===== src/rtl/pipe_mem_arb_pkg.sv =====
// Shared types and limits for the pipeline memory arbiter.
// Grant state encoding and counter sizing live here so RTL and bench agree.
package pipe_mem_pkg;

   typedef enum logic [1:0] {
      IDLE   = 2'd0,
      BUSY_I = 2'd1,
      BUSY_D = 2'd2
   } state_t;

   localparam int LAT_MIN = 1;
   localparam int LAT_MAX = 8;
   localparam int CNT_W   = 3;

endpackage


===== src/rtl/pipe_mem_arb_if.sv =====
// Fetch port, MEM-stage port and memory port of the shared-memory arbiter.
// Requests are levels held until their one-cycle done pulse; a misaligned data
// request is answered in the same cycle with done+err and never reaches memory.
interface pipe_mem_arb_if;
   logic        i_req;
   logic [31:0] i_addr;
   logic [31:0] i_rdata;
   logic        i_done;
   logic        i_stall;

   logic        d_req;
   logic        d_we;
   logic [31:0] d_addr;
   logic [31:0] d_wdata;
   logic [31:0] d_rdata;
   logic        d_done;
   logic        d_err;
   logic        d_stall;

   logic        ram_en;
   logic        ram_we;
   logic [29:0] ram_addr;
   logic [31:0] ram_wdata;
   logic [31:0] ram_rdata;

   modport slave (
      input  i_req, i_addr, d_req, d_we, d_addr, d_wdata, ram_rdata,
      output i_rdata, i_done, i_stall, d_rdata, d_done, d_err, d_stall,
      output ram_en, ram_we, ram_addr, ram_wdata
   );

   modport master (
      output i_req, i_addr, d_req, d_we, d_addr, d_wdata, ram_rdata,
      input  i_rdata, i_done, i_stall, d_rdata, d_done, d_err, d_stall,
      input  ram_en, ram_we, ram_addr, ram_wdata
   );
endinterface


===== src/rtl/pipe_mem_arb.sv =====
// Arbiter/sequencer giving fetch and MEM stage turns on one fixed-latency
// single-port memory, with stall generation and a saturating stall counter.
module pipe_mem_arb
   import pipe_mem_pkg::*;
#(
   parameter int LAT = 2
) (
   input  logic          clock,
   input  logic          reset,
   pipe_mem_arb_if.slave bus,
   output logic [31:0]   stall_cycles,
   output state_t        state
);

   if (LAT < LAT_MIN || LAT > LAT_MAX) begin : g_lat_check
      $error("pipe_mem_arb: LAT must be within 1..8");
   end

   logic [CNT_W-1:0] cnt;
   logic             last_d;
   logic             last_cyc;
   logic             d_mis;
   logic             d_ok;
   logic             grant_d;
   logic             grant_i;
   logic             unused_addr_bits;

   assign unused_addr_bits = &{1'b0, bus.i_addr[1:0]};

   assign last_cyc = (cnt == '0);
   assign d_mis    = bus.d_req & (bus.d_addr[1:0] != 2'b00);
   assign d_ok     = bus.d_req & ~d_mis;

   // On a conflict the requester that did not win last time goes first.
   assign grant_d  = d_ok & (~bus.i_req | ~last_d);
   assign grant_i  = bus.i_req & ~grant_d;

   assign bus.i_done  = (state == BUSY_I) & last_cyc;
   assign bus.d_err   = (state == IDLE) & d_mis;
   assign bus.d_done  = ((state == BUSY_D) & last_cyc) | bus.d_err;
   assign bus.i_rdata = bus.i_done ? bus.ram_rdata : 32'h0;
   assign bus.d_rdata = ((state == BUSY_D) & last_cyc & ~bus.ram_we) ? bus.ram_rdata : 32'h0;
   assign bus.i_stall = bus.i_req & ~bus.i_done;
   assign bus.d_stall = bus.d_req & ~bus.d_done;

   always_ff @(posedge clock) begin
      if (reset) begin
         state         <= IDLE;
         cnt           <= '0;
         last_d        <= 1'b0;
         bus.ram_en    <= 1'b0;
         bus.ram_we    <= 1'b0;
         bus.ram_addr  <= '0;
         bus.ram_wdata <= '0;
      end else begin
         case (state)
            IDLE: begin
               if (grant_d) begin
                  state         <= BUSY_D;
                  cnt           <= CNT_W'(LAT - 1);
                  last_d        <= 1'b1;
                  bus.ram_en    <= 1'b1;
                  bus.ram_we    <= bus.d_we;
                  bus.ram_addr  <= bus.d_addr[31:2];
                  bus.ram_wdata <= bus.d_wdata;
               end else if (grant_i) begin
                  state        <= BUSY_I;
                  cnt          <= CNT_W'(LAT - 1);
                  last_d       <= 1'b0;
                  bus.ram_en   <= 1'b1;
                  bus.ram_we   <= 1'b0;
                  bus.ram_addr <= bus.i_addr[31:2];
               end
            end
            BUSY_I, BUSY_D: begin
               // Memory port stays frozen until the final busy cycle.
               if (last_cyc) begin
                  state      <= IDLE;
                  bus.ram_en <= 1'b0;
                  bus.ram_we <= 1'b0;
               end else begin
                  cnt <= cnt - CNT_W'(1);
               end
            end
            default: state <= IDLE;
         endcase
      end
   end

   always_ff @(posedge clock) begin
      if (reset) begin
         stall_cycles <= '0;
      end else if ((bus.i_stall | bus.d_stall) && (stall_cycles != 32'hFFFF_FFFF)) begin
         stall_cycles <= stall_cycles + 32'd1;
      end
   end

endmodule


===== src/flat_wrapper.sv =====
// flat-port wrapper written by rule: the top's interface ports become plain ports
module pipe_mem_arb_flat import pipe_mem_pkg::*;
#(
   parameter int LAT = 2
)
  (clock, reset, stall_cycles, state, bus_i_req, bus_i_addr, bus_d_req, bus_d_we, bus_d_addr, bus_d_wdata, bus_ram_rdata, bus_i_rdata, bus_i_done, bus_i_stall, bus_d_rdata, bus_d_done, bus_d_err, bus_d_stall, bus_ram_en, bus_ram_we, bus_ram_addr, bus_ram_wdata);
  pipe_mem_arb_if bus_i ();
  input  logic clock;
  input  logic reset;
  output logic [31:0] stall_cycles;
  output state_t state;
  input wire logic [$bits(bus_i.i_req)-1:0] bus_i_req;
  input wire logic [$bits(bus_i.i_addr)-1:0] bus_i_addr;
  input wire logic [$bits(bus_i.d_req)-1:0] bus_d_req;
  input wire logic [$bits(bus_i.d_we)-1:0] bus_d_we;
  input wire logic [$bits(bus_i.d_addr)-1:0] bus_d_addr;
  input wire logic [$bits(bus_i.d_wdata)-1:0] bus_d_wdata;
  input wire logic [$bits(bus_i.ram_rdata)-1:0] bus_ram_rdata;
  output wire logic [$bits(bus_i.i_rdata)-1:0] bus_i_rdata;
  output wire logic [$bits(bus_i.i_done)-1:0] bus_i_done;
  output wire logic [$bits(bus_i.i_stall)-1:0] bus_i_stall;
  output wire logic [$bits(bus_i.d_rdata)-1:0] bus_d_rdata;
  output wire logic [$bits(bus_i.d_done)-1:0] bus_d_done;
  output wire logic [$bits(bus_i.d_err)-1:0] bus_d_err;
  output wire logic [$bits(bus_i.d_stall)-1:0] bus_d_stall;
  output wire logic [$bits(bus_i.ram_en)-1:0] bus_ram_en;
  output wire logic [$bits(bus_i.ram_we)-1:0] bus_ram_we;
  output wire logic [$bits(bus_i.ram_addr)-1:0] bus_ram_addr;
  output wire logic [$bits(bus_i.ram_wdata)-1:0] bus_ram_wdata;
  assign bus_i.i_req = bus_i_req;
  assign bus_i.i_addr = bus_i_addr;
  assign bus_i.d_req = bus_d_req;
  assign bus_i.d_we = bus_d_we;
  assign bus_i.d_addr = bus_d_addr;
  assign bus_i.d_wdata = bus_d_wdata;
  assign bus_i.ram_rdata = bus_ram_rdata;
  assign bus_i_rdata = bus_i.i_rdata;
  assign bus_i_done = bus_i.i_done;
  assign bus_i_stall = bus_i.i_stall;
  assign bus_d_rdata = bus_i.d_rdata;
  assign bus_d_done = bus_i.d_done;
  assign bus_d_err = bus_i.d_err;
  assign bus_d_stall = bus_i.d_stall;
  assign bus_ram_en = bus_i.ram_en;
  assign bus_ram_we = bus_i.ram_we;
  assign bus_ram_addr = bus_i.ram_addr;
  assign bus_ram_wdata = bus_i.ram_wdata;
  pipe_mem_arb #(.LAT(LAT)) u_core (.clock(clock), .reset(reset), .bus(bus_i), .stall_cycles(stall_cycles), .state(state));
endmodule

===== config.mk =====
export PLATFORM = sky130hd
export DESIGN_NAME = pipe_mem_arb_flat
export DESIGN_NICKNAME = d
export VERILOG_FILES = /design/src/rtl/pipe_mem_arb_pkg.sv /design/src/rtl/pipe_mem_arb_if.sv /design/src/rtl/pipe_mem_arb.sv /design/src/flat_wrapper.sv
export SDC_FILE = /design/constraint.sdc
export NUM_CORES = 1
export LEC_CHECK = 0
export ABC_AREA = 1
export BUFFER_PORTS_ARGS = -buffer_cell sky130_fd_sc_hd__buf_2
export CAP_MARGIN = 20
export CORE_MARGIN = 4
export CORE_UTILIZATION = 40
export DETAILED_ROUTE_END_ITERATION = 10
export GPL_TIMING_DRIVEN = 0
export PLACE_DENSITY = 0.75
export SKIP_CTS_REPAIR_TIMING = 1
export SYNTH_ARGS = -nofsm -noshare
export SYNTH_HDL_FRONTEND = slang
export SYNTH_SLANG_ARGS = --single-unit

===== constraint.sdc =====
create_clock -name clock -period 1.6 [get_ports clock]
set_input_delay 0.32 -clock clock [delete_from_list [all_inputs] [get_ports clock]]
set_output_delay 0.32 -clock clock [all_outputs]
set_load 0.05 [all_outputs]

# After elaboration in Yosys (flattened, before gate mapping)

Cells that the tools add are included.

$mul: 0
Divide/modulo/power cells: 0
Shift operators: 0
Equality and inequality tests: 6
Add/subtract/negate cells: 2
Reductions and logical operators: 12
Bitwise operators: 20
Multiplexer cells: 20
Order comparisons: 0

Operators by type and width:

| kind                                                | count |
|---|---|
| 2-to-1 mux 32 bit                                   | 2 |
| 2-to-1 mux 30 bit                                   | 2 |
| adder 32 x 1 -> 32 bit, second input constant       | 1 |
| != test 32 bit, second input constant               | 1 |
| AND 1 bit                                           | 10 |
| 2-to-1 mux 3 bit                                    | 3 |
| NOT 1 bit                                           | 7 |
| 2-to-1 mux 1 bit                                    | 6 |
| 2-to-1 mux 2 bit                                    | 3 |
| case mux 3 bit (2 select lines)                     | 1 |
| AND reduction 2 bit                                 | 3 |
| AND reduction 3 bit                                 | 2 |
| nonzero test 2 bit                                  | 3 |
| case mux 1 bit (2 select lines)                     | 2 |
| case mux 2 bit (2 select lines)                     | 1 |
| zero test 3 bit                                     | 1 |
| != test 3 x 1 -> 1 bit, second input constant       | 1 |
| bitwise OR 1 bit                                    | 3 |
| subtractor 3 x 1 -> 3 bit, second input constant    | 1 |
| equality test 2 x 1 -> 1 bit, second input constant | 1 |
| equality test 2 bit, second input constant          | 1 |
| zero test 2 bit                                     | 1 |
| != test 2 x 1 -> 1 bit, second input constant       | 1 |
| != test 2 bit, second input constant                | 1 |
| other kinds (2)                                     | 2 |

Input bits: 133
Word-level logic and storage cells: 68
Register bits after elaboration: 102
Output and inout bits: 167
Memories kept: 0
RAM bits: 0
Memory bits (read-only): 0
Latch bits: 0

# Depth between registers and ports, before layout

Gate-level depths: netlist (run 1).

Depth after elaboration: 10
Depth in mapped cells: 12
Depth with buffers taken out: 11

# Least setup slack after synthesis (run 1)

No wires, ideal clock.

Kind: register to output
Start point: reg u_core.state[1]
End point: out bus_d_rdata[10]
Cell stages (with the launch flop): 7
Data required time: 1.280 ns
Path slack: -0.945 ns
Data arrival time: 2.225 ns
Path buffers: 2
Path through: dfxtp_1 > ha_1 > nand2_1 > or2_2 > clkbuf_1 > clkbuf_1 > nor2_1

Word-level cells in the longest chain between the ends: 4

RTL lines:

| what                   | RTL line           | text |
|---|---|---|
| start, declared        | pipe_mem_arb.sv:12 | `output state_t state` |
| start signal, assigned | pipe_mem_arb.sv:48 | `state <= IDLE;` |
| start signal, assigned | pipe_mem_arb.sv:59 | `state <= BUSY_D;` |
| start signal, assigned | pipe_mem_arb.sv:67 | `state <= BUSY_I;` |
| equality test 2 bit    | pipe_mem_arb.sv:42 | `assign bus.d_rdata = ((state == BUSY_D) & last_cyc & ~bus.ram_we) ? bus.ram_rdata : 32'h0;` |
| AND 1 bit (2 in a row) | pipe_mem_arb.sv:42 |  |
| 2-to-1 mux 32 bit      | pipe_mem_arb.sv:42 |  |
| end, declared          | flat_wrapper.sv:22 | `output wire logic [$bits(bus_i.d_rdata)-1:0] bus_d_rdata;` |

No other way between the ends.

# Worst setup path after layout (run 1)

Start point: reg u_core.cnt[1]
End point: out bus_d_rdata[29]

Word-level cells in the longest chain between the ends: 4

RTL lines:

| what                   | RTL line           | text |
|---|---|---|
| start, declared        | pipe_mem_arb.sv:19 | `logic [CNT_W-1:0] cnt;` |
| start signal, assigned | pipe_mem_arb.sv:60 | `cnt <= CNT_W'(LAT - 1);` |
| start signal, assigned | pipe_mem_arb.sv:68 | `cnt <= CNT_W'(LAT - 1);` |
| start signal, assigned | pipe_mem_arb.sv:82 | `cnt <= cnt - CNT_W'(1);` |
| zero test 3 bit        | pipe_mem_arb.sv:30 | `assign last_cyc = (cnt == '0);` |
| AND 1 bit (2 in a row) | pipe_mem_arb.sv:42 |  |
| 2-to-1 mux 32 bit      | pipe_mem_arb.sv:42 |  |

No other way between the ends.

==> impl_metrics.csv, run 1 <==
group,metric,value,unit
run_status,status,"finished with violations",
run_status,violations,"negative setup slack",
floorplan,initial_core_util,41.55,%
drt,avgRoutedWirePerCell,15.46,microns
yosys,avgSynthCellArea,6.413,sq um
pwr,clkPwrFrac,26.7,%
timing,finalHoldViolations,0,
worst_setup_path,cp_max_fo,8,
timing,rsz0062_at_grt,"yes",
yosys,syn-cell-area,5329,sq um
grt,grt_pass1_wl,28.38,mm
worst_setup_path,cpMaxStageDelayCell,"or2_4",
pwr,sw_frac_of_total,41.45,%
timing,max_slew_margin,52.89,%
yosys,synth_area_leaders,"dfxtp_1 38%, nand2_1 15%, nor2_1 14%",
cts,insertion_delay,0.35,ns
floorplan,rows,41,
yosys,async_flop_share,0,%
worst_setup_path,cp_data_required_time,1.28,ns
pwr,ir_drop,0.6706,mV
worst_setup_path,path_class,"flop to primary output",
pwr,p_sw,3.835,mW
worst_setup_path,crit_buf_inv,4,
timing,drv_slew,0,
worst_setup_path,worstPathArrival,1.93,ns
placed_design,dp_hpwl,14.97,mm
placed_design,place_ws,-0.6361,ns
pwr,power_density,1031,nW/um^2
floorplan,die_x,123.4,microns
hold_path,min_from,"bus_d_wdata[12]",
floorplan,dieArea,15230,sq um
final_layout,nNetsFinal,1296,
pwr,pwr-share-seq,31.5,%
cts,clkSlewWorstSetupHoldPaths,0.08,ns
drt,first_pass_iters,5,
pwr,total_power,9.251,mW
worst_setup_path,reg2reg_depth,12,
pwr,p_comb_share,41.8,%
floorplan,core,12820,sq um
drt,viasPerCell,4.846,
timing,layout_min_cycle_time,2.247,ns
timing,fin_skew,0.01125,ns
grt,grtUsageTotal,23.41,%
drt,wirelength,20.63,mm
yosys,yosys.cell_types.count,29,
worst_setup_path,worstReg2RegStart,"u_core.state[0]$_SDFFE_PP0P_",
placed_design,place_congestion,0.9346,
pwr,internal_power,5.416,mW
hold_path,min_path_type,"input port to flop",
cts,clockBufferDepth,2,
floorplan,die_h,123.4,microns
timing,setup_ws,-0.6469,ns
timing,finalCritPeriodShare,140.4,%
placed_design,portBuffers,297,
yosys,yosysMostFrequentCell,"nand2_1",
cts,cts_root_buf,"clkbuf_16",
yosys,yosys_warnings,0,
yosys,netlist_instances,831,
hold_path,whs_endpoint,"u_core.bus.ram_wdata[12]$_SDFFE_PP0P_",
drt,dr_total_vias,6464,
timing,whs,0.1797,ns
yosys,synthTopCellsByCount,"212 x nand2_1, 198 x nor2_1, 102 x dfxtp_1",
yosys,synth_top_area_share,38.32,%
worst_setup_path,crit_family,"simple AND/OR/NAND/NOR gates",
timing,setup_violations,98,
timing,tightestPinTransition,0.7066,ns
worst_setup_path,worst_setup_path_start_kind,"flop",
yosys,synth_top_flop_cell,"dfxtp_1",
drt,drt_iter0_drc,296,
yosys,synth.ff_latch_count,102,
hold_path,holdPathStages,3,
cts,h-tree-depth,3,
grt,grt_pass1_vias,5839,
yosys,yosys.area.top_type,"dfxtp_1",
worst_setup_path,slowest_delay,0.34,ns
final_layout,area_growth,68.33,%
worst_setup_path,setup.worst_path.end_class,"primary output",
yosys,yosysSeqAreaShare,38.32,%
timing,fmax,445.1,MHz
worst_setup_path,crit_chain,"inv_2 -> ha_4 -> inv_2 -> nor2_4 -> nand2_2 -> or2_4 -> clkbuf_16 -> nor2_4 -> buf_8",
drt,ant_nets,0,
worst_setup_path,rrSetupSlack,-0.21,ns
cts,cts_sinks,102,
final_layout,drive_above_1_share,44.96,%
pwr,p_leak,4.218,nW
yosys,synth_fp_nets,971,
cts,cts_tree,"done",
yosys,synth_edf_count,0,
flow_run,cap_violations,0,
cts,cts_buffers,9,
floorplan,io_pins,300,
grt,grt-ovfl-total,0,
grt,antenna_found_initial,2,
worst_setup_path,regToRegEndpoint,"u_core.stall_cycles[26]$_SDFFE_PP0P_",
grt,grt_max_degree,21,
drt,drc_errors,0,
-- through the flow --
| stage | setup TNS (ns) | cell area (sq um) | std cells | utilization (%) |
|---|---|---|---|---|
| 4_1_cts | -82.04 | 8026 | 1316 | 62.59 |
| 6_report | -38.45 | 8970 | 1334 | 69.94 |
| 2_1_floorplan | -19.02 | 5981 | 831 | - |
| 3_5_place_dp | -57.27 | 7682 | 1300 | 59.90 |
| 5_1_grt | -46.17 | 8970 | 1334 | 69.94 |
| 3_3_place_gp | -55.74 | 7682 | 1300 | 59.90 |
-- logic make-up (layout without fill, tap and decap cells) --
group,after synthesis,count (layout),share of synthesized area [%]
AOI/OAI and AO/OA,135,135,14.09
xor gates and xnor gates,14,14,2.301
adders and majority gates,7,7,1.644
buffers and inverters,117,447,9.016
DFF,102,102,38.32
other,0,1,0
and+or+nand+nor,456,456,34.63
-- tightest hold or removal path, stage by stage --
cell and delay, ns:
buf_2 0.07, nor2_1 0.03, nor2_1 0.08
-- cell usage in the layout, fill, tap and decap left out, drive strengths merged, types with 2 or more instances in the layout --
master	instances
a31oi	30
inv	79
xnor2	5
clkinv	2
ha	7
nand3	17
dfxtp	102
nand2	227
nor3	3
a21oi	32
buf	329
clkbuf	35
nand4	5
xor2	9
nor2	203
o21ai	73
-- how the worst max path moves through the flow --
stage	start	end	slack, ns	depth (start not counted)
3_5_place_dp	u_core.cnt[0]$_SDFFE_PP0P_	u_core.stall_cycles[14]$_SDFFE_PP0P_	-0.64	12
2_1_floorplan	u_core.cnt[0]$_SDFFE_PP0P_	bus_d_rdata[10]	-0.30	9
6_report	u_core.cnt[1]$_SDFFE_PP0P_	bus_d_rdata[29]	-0.65	9
4_1_cts	u_core.cnt[0]$_SDFFE_PP0P_	bus_d_rdata[10]	-0.92	10
3_3_place_gp	u_core.cnt[0]$_SDFFE_PP0P_	u_core.stall_cycles[14]$_SDFFE_PP0P_	-0.64	12
5_1_grt	u_core.cnt[1]$_SDFFE_PP0P_	bus_d_rdata[29]	-0.72	9
-- state kept, by name, summed over array words and instances, names as in the netlist --
name                  flops
u_core.bus.ram_addr      30
u_core.cnt                3
u_core.bus.ram_we         1
u_core.state              2
u_core.stall_cycles      32
u_core.last_d             1
u_core.bus.ram_wdata     32
u_core.bus.ram_en         1
-- routing by layer --
metal / GRT usage (%) / share of wire (%)
met5: 0 / 0.063
met1: 26.96 / 37
met3: 8.097 / 8.3
met4: 5.952 / 2.4
met2: 41.39 / 52
-- power by group through the flow --
stage	clock network, mW	registers (mW)	logic [mW]
final	2.47	2.91	3.87
after global placement	0	2.96	3.18
after floorplan	0	3.69	1.67
after detailed placement	0	2.96	3.19
after global routing	2.63	2.94	4.10
after CTS	2.53	2.91	3.20
-- layout make-up --
cell class | count | area, sq um
clock inverter | 6 | 93.84
multi-input combinational | 612 | 3470
buffer | 39 | 355.3
sequential | 102 | 2097
timing repair buffer | 315 | 2181
inverter | 77 | 305.3
clock buffer | 10 | 250.2
antenna | 1 | 2.502
tap | 172 | 215.2
fill | 1067 | 3855
Power figures use the tool's default switching activity.
==> run 2, diff against run 1 <==
--- a/config.mk
+++ b/config.mk
@@ -9,10 +9,11 @@
 export BUFFER_PORTS_ARGS = -buffer_cell sky130_fd_sc_hd__buf_2
 export CAP_MARGIN = 20
 export CORE_MARGIN = 4
-export CORE_UTILIZATION = 40
+export CORE_UTILIZATION = 35
+export CTS_BUF_LIST = sky130_fd_sc_hd__clkbuf_8
 export DETAILED_ROUTE_END_ITERATION = 10
 export GPL_TIMING_DRIVEN = 0
-export PLACE_DENSITY = 0.75
+export PLACE_DENSITY = 0.67
 export SKIP_CTS_REPAIR_TIMING = 1
 export SYNTH_ARGS = -nofsm -noshare
 export SYNTH_HDL_FRONTEND = slang
==> constraint.sdc (replaced) <==
create_clock -name clock -period 1.6 [get_ports clock]
set_input_delay 0.32 -clock clock [delete_from_list [all_inputs] [get_ports clock]]
set_output_delay 0.32 -clock clock [all_outputs]
set_load 0.005 [all_outputs]
==> run 2 against run 1 <==
The flow still finishes with violations (negative setup slack). Count of clock-buffer cells in the layout unchanged. Sequential power about the same. Final cell count up 1.2%. Total power down 27%. Critical path type unchanged. Global-route usage down 1.9 points. Largest cell class unchanged. Critical endpoint is now bus_d_rdata[11]. Largest power group is now registers. Critical path depth unchanged. Final area down 9.8%. First-iteration DRC count up 28%.
==> impl_metrics.csv, run 2 (synthesized netlist as in run 1, its figures left out) <==
group,metric,value,unit
pwr,ir_drop,0.6674,mV
final_layout,top_regs,"u_core.bus.ram_wdata (32), u_core.stall_cycles (32), u_core.bus.ram_addr (30)",
hold_path,min_path_type,"input port to flop",
timing,max_slew_margin,53.75,%
run_status,status,"finished with violations",
worst_setup_path,rrSetupSlack,-0.18,ns
pwr,power_density,835.4,nW/um^2
worst_setup_path,cp_max_fo,8,
drt,viasPerCell,4.659,
drt,dr_total_vias,6289,
worst_setup_path,path_class,"flop to primary output",
grt,grt_pass1_vias,5819,
timing,finalSetupTns,-35.19,ns
final_layout,final_common_cell,"buf_2",
final_layout,num_antenna_cells,0,
final_layout,area_growth,51.77,%
timing,tightestPinTransition,0.6937,ns
placed_design,placed_area,7367,sq um
pwr,total_power,6.756,mW
grt,grt-ovfl-total,0,
floorplan,initial_core_util,36.25,%
floorplan,rows,44,
worst_setup_path,cp_data_required_time,1.28,ns
cts,clockBufferDepth,2,
grt,grtUsageTotal,21.50,%
floorplan,core,14700,sq um
placed_design,place_congestion,0.9408,
drt,drt_iter0_drc,380,
hold_path,min_from,"bus_d_wdata[7]",
placed_design,dp.cells,1312,
drt,ant_nets,0,
worst_setup_path,worstReg2RegStart,"u_core.cnt[0]$_SDFFE_PP0P_",
flow_run,cap_violations,0,
final_layout,mostFrequentLayoutCells,"292 x buf_2, 208 x nand2_1, 159 x nor2_1",
pwr,p_leak,4.090,nW
floorplan,die_x,131.4,microns
hold_path,whs_endpoint,"u_core.bus.ram_wdata[7]$_SDFFE_PP0P_",
timing,fmax,448.3,MHz
final_layout,drive_above_1_share,40.39,%
final_layout,final_cell_area,8088,sq um
worst_setup_path,regToRegEndpoint,"u_core.stall_cycles[27]$_SDFFE_PP0P_",
worst_setup_path,setup.worst_path.end_class,"primary output",
cts,cts_tree,"done",
floorplan,die_h,131.4,microns
final_layout,instances_no_fill,1350,
floorplan,io_pins,300,
worst_setup_path,worst_setup_path_start_kind,"flop",
final_layout,post-route-util,55.02,%
grt,grt_pass1_wl,30.43,mm
floorplan,dieArea,17260,sq um
cts,cts_root_buf,"clkbuf_8",
timing,finalHoldViolations,0,
drt,drc_errors,0,
cts,cts_sinks,102,
worst_setup_path,reg2reg_depth,13,
cts,insertion_delay,0.39,ns
grt,antenna_found_initial,4,
hold_path,holdPathStages,3,
cts,cts_buffers,9,
placed_design,dp_hpwl,15.34,mm
timing,rsz0062_at_grt,"yes",
run_status,violations,"negative setup slack",
timing,drv_slew,0,
timing,layout_min_cycle_time,2.231,ns
cts,h-tree-depth,3,
timing,setup_violations,101,
final_layout,nNetsFinal,1301,
timing,finalCritPeriodShare,139.4,%
grt,grt_max_degree,19,
drt,avgRoutedWirePerCell,14.83,microns
cts,clkSlewWorstSetupHoldPaths,0.11,ns
timing,setup_ws,-0.6308,ns
timing,fin_skew,0.01329,ns
placed_design,portBuffers,297,
drt,wirelength,20.02,mm
drt,first_pass_iters,4,
worst_setup_path,worstPathArrival,1.91,ns
## run 2: per-stage QoR
step                hold WS, ns  worst slack, ns
finish                   0.1434          -0.6308
global route             0.1220          -0.7238
CTS                      0.1216          -0.8283
detailed placement       0.4652          -0.4929
global placement         0.4547          -0.4651
floorplan                0.4438         -0.06650
## run 2: metal layers
| layer | part of all wire (%) | up-vias | routed length, microns | global-route usage [%] |
|---|---|---|---|---|
| met1 | 42 | 2813 | 8492 | 26.31 |
| li1 | - | 3272 | - | - |
| met5 | 0.27 | - | 54 | 0 |
| met2 | 48 | 165 | 9660 | 36.18 |
| met3 | 7.3 | 31 | 1468 | 7.263 |
| met4 | 1.7 | 8 | 348 | 6.184 |
## run 2: worst max-delay path: stages, from the launching register on
cell	delay, ns
dfxtp_2	0.34
inv_2	0.08
ha_4	0.13
inv_2	0.04
nor2_4	0.11
nand2_2	0.07
or2_4	0.33
clkbuf_16	0.19
nor2_4	0.13
buf_6	0.11
## run 2: how the worst max path moves through the flow
stage,start,end,slack [ns],cells after the start
after floorplan,u_core.cnt[0]$_SDFFE_PP0P_,bus_d_rdata[10],-0.07,9
after global placement,u_core.cnt[0]$_SDFFE_PP0P_,u_core.stall_cycles[8]$_SDFFE_PP0P_,-0.47,12
after detailed placement,u_core.state[1]$_SDFFE_PP0P_,u_core.stall_cycles[5]$_SDFFE_PP0P_,-0.49,10
after CTS,u_core.state[1]$_SDFFE_PP0P_,bus_i_rdata[24],-0.83,6
after global routing,u_core.cnt[0]$_SDFFE_PP0P_,bus_d_rdata[11],-0.72,9
final,u_core.cnt[0]$_SDFFE_PP0P_,bus_d_rdata[11],-0.63,9
## run 2: report_power, final
part	total (mW)	switching [mW]	internal (mW)
logic	2.21	1.21	1.00
registers	2.92	0.144	2.78
clock network	1.62	0.989	0.634
total	6.76	2.34	4.41
## run 2: area by class of cell
| type | instances | area (sq um) |
|---|---|---|
| plain buffers | 39 | 339.1 |
| clock buffers | 10 | 137.6 |
| clock inverters | 6 | 51.30 |
| fillers | 1499 | 6611 |
| inverters | 77 | 306.5 |
| multi-input cells | 613 | 3212 |
| flip-flops and latches | 102 | 2074 |
| well taps | 184 | 230.2 |
| repair buffers | 319 | 1737 |
==> run 3, diff against run 2 <==
--- a/config.mk
+++ b/config.mk
@@ -15,6 +15,7 @@
 export GPL_TIMING_DRIVEN = 0
 export PLACE_DENSITY = 0.67
 export SKIP_CTS_REPAIR_TIMING = 1
+export SKIP_LAST_GASP = 1
 export SYNTH_ARGS = -nofsm -noshare
 export SYNTH_HDL_FRONTEND = slang
 export SYNTH_SLANG_ARGS = --single-unit
==> run 3 against run 2 <==
The flow still finishes with violations (negative setup slack). Count of clock-buffer cells in the layout unchanged. Fmax down 0.29%. Worst setup slack got worse by 0.0064 ns. Global-route usage stayed put. Combinational power hardly changed. Register-to-register slack is essentially flat. Critical endpoint unchanged. Via count decreased by 0.11%. Routed wire length fell by 0.13%. Final cell count is the same. First-iteration DRC count down 9.5%. Sequential cell count unchanged. Sequential power about the same.
==> impl_metrics.csv, run 3 (synthesized netlist as in run 1, its figures left out) <==
group,metric,value,unit
worst_setup_path,cp_data_required_time,1.28,ns
drt,wl_met3,1.430,mm
timing,setup_violations,100,
floorplan,core,14700,sq um
final_layout,mostFrequentLayoutCells,"293 x buf_2, 208 x nand2_1, 161 x nor2_1",
drt,highest_layer,"met5",
pwr,p_sw,2.321,mW
placed_design,placed_area,7367,sq um
run_status,violations,"negative setup slack",
run_status,status,"finished with violations",
grt,grtUsageTotal,21.50,%
drt,drt_iter0_drc,344,
timing,layout_min_cycle_time,2.237,ns
timing,drv_slew,0,
pwr,pwr-share-seq,43.5,%
cts,cts_root_buf,"clkbuf_8",
pwr,p_comb_share,32.4,%
pwr,internal_power,4.395,mW
pwr,sw_frac_of_total,34.56,%
timing,tightestPinTransition,0.6690,ns
worst_setup_path,worstPathArrival,1.92,ns
worst_setup_path,cp_max_fo,8,
grt,grt_max_degree,19,
timing,finalCritPeriodShare,139.8,%
cts,cts_tree,"done",
placed_design,portBuffers,297,
drt,wirelength,20.00,mm
drt,met1_length,8.484,mm
drt,ant_nets,0,
cts,clkSlewWorstSetupHoldPaths,0.11,ns
worst_setup_path,worst_setup_path_start_kind,"flop",
drt,first_pass_iters,4,
drt,avgRoutedWirePerCell,14.81,microns
final_layout,area_growth,51.02,%
flow_run,cap_violations,0,
timing,rsz0062_at_grt,"yes",
floorplan,dieArea,17260,sq um
floorplan,rows,44,
grt,antenna_found_initial,4,
drt,viasPerCell,4.653,
final_layout,nNetsFinal,1301,
pwr,ir_drop,0.6626,mV
worst_setup_path,setup.worst_path.end_class,"primary output",
cts,cts_buffers,9,
hold_path,min_path_type,"input port to flop",
timing,fin_skew,0.01304,ns
cts,insertion_delay,0.39,ns
timing,fmax,447.0,MHz
placed_design,dp_hpwl,15.34,mm
final_layout,drive_above_1_share,39.62,%
final_layout,num_antenna_cells,0,
timing,max_slew_margin,55.40,%
drt,drc_errors,0,
worst_setup_path,path_class,"flop to primary output",
placed_design,place_congestion,0.9408,
cts,cts_sinks,102,
grt,grt_pass1_vias,5819,
timing,finalHoldViolations,0,
cts,h-tree-depth,3,
floorplan,io_pins,300,
final_layout,final_cell_area,8048,sq um
timing,setup_ws,-0.6372,ns
grt,grt_pass1_wl,30.43,mm
pwr,clkPwrFrac,24.2,%
pwr,power_density,834.5,nW/um^2
drt,wl_met2,9.671,mm
final_layout,final_common_cell,"buf_2",
floorplan,die_h,131.4,microns
pwr,p_leak,4.076,nW
floorplan,initial_core_util,36.25,%
drt,dr_total_vias,6282,
floorplan,die_x,131.4,microns
final_layout,top_regs,"u_core.bus.ram_wdata (32), u_core.stall_cycles (32), u_core.bus.ram_addr (30)",
grt,grt-ovfl-total,0,
placed_design,place_ws,-0.4929,ns
cts,clockBufferDepth,2,
## run 3: cell count changes in the layout (fill, tap and decap cells not counted), moves of 2 or more
cell	before	now
a21oi_1	19	21
a21oi_2	13	11
buf_4	17	14
clkbuf_1	13	16
nor2_1	159	161
nor2_2	7	5
o21ai_0	55	66
o21ai_1	15	6
o21ai_2	3	1
## run 3: final timing paths
| path | slack [ns] | end | depth (start not counted) | startpoint |
|---|---|---|---|---|
| max | -0.64 | bus_d_rdata[11] | 9 | u_core.cnt[0]$_SDFFE_PP0P_ |
| min | 0.14 | u_core.bus.ram_wdata[16]$_SDFFE_PP0P_ | 3 | bus_d_wdata[16] |
| max reg2reg | -0.18 | u_core.stall_cycles[27]$_SDFFE_PP0P_ | 13 | u_core.cnt[0]$_SDFFE_PP0P_ |
| min reg2reg | 0.48 | u_core.bus.ram_en$_SDFFE_PP0P_ | 2 | u_core.bus.ram_en$_SDFFE_PP0P_ |
## run 3: cell type report
class                           count  area [sq um]
Buffer                             39         326.6
Clock buffer                       10         137.6
Clock inverter                      6         51.30
Fill cell                        1501          6651
Inverter                           77         301.5
Multi-Input combinational cell    613          3192
Sequential cell                   102          2074
Tap cell                          184         230.2
Timing Repair Buffer              319          1734
## run 3: critical path: stages, from the launching register on
cell and delay (ns):
dfxtp_2 0.34, inv_2 0.08, ha_4 0.13, inv_2 0.04, nor2_4 0.11, nand2_2 0.07
or2_4 0.33, clkbuf_16 0.19, nor2_4 0.13, buf_6 0.11
## run 3: stage by stage
stage          setup TNS (ns)  power [mW]  cells  utilization [%]  hold WS [ns]
2_1_floorplan          -1.695       3.913    831                -        0.4438
3_3_place_gp           -44.90       4.712   1312            50.12        0.4547
3_5_place_dp           -47.08       4.724   1312            50.12        0.4652
4_1_cts                -76.97       6.367   1328            51.40        0.1216
5_1_grt                -48.12       7.152   1350            54.75        0.1220
6_report               -35.77       6.716   1350            54.75        0.1440
## run 3: layer usage
metal,global-route usage (%),up-vias
met4,6.184,8
met1,26.31,2795
li1,-,3275
met5,0,-
met3,7.263,32
met2,36.18,172
## run 3: power by group through the flow
stage	Sequential, mW	Clock (mW)	Combinational [mW]
after floorplan	2.97	0	0.944
after global placement	2.96	0	1.75
after detailed placement	2.96	0	1.76
after CTS	2.91	1.69	1.77
after global routing	2.95	1.80	2.41
final	2.92	1.62	2.18
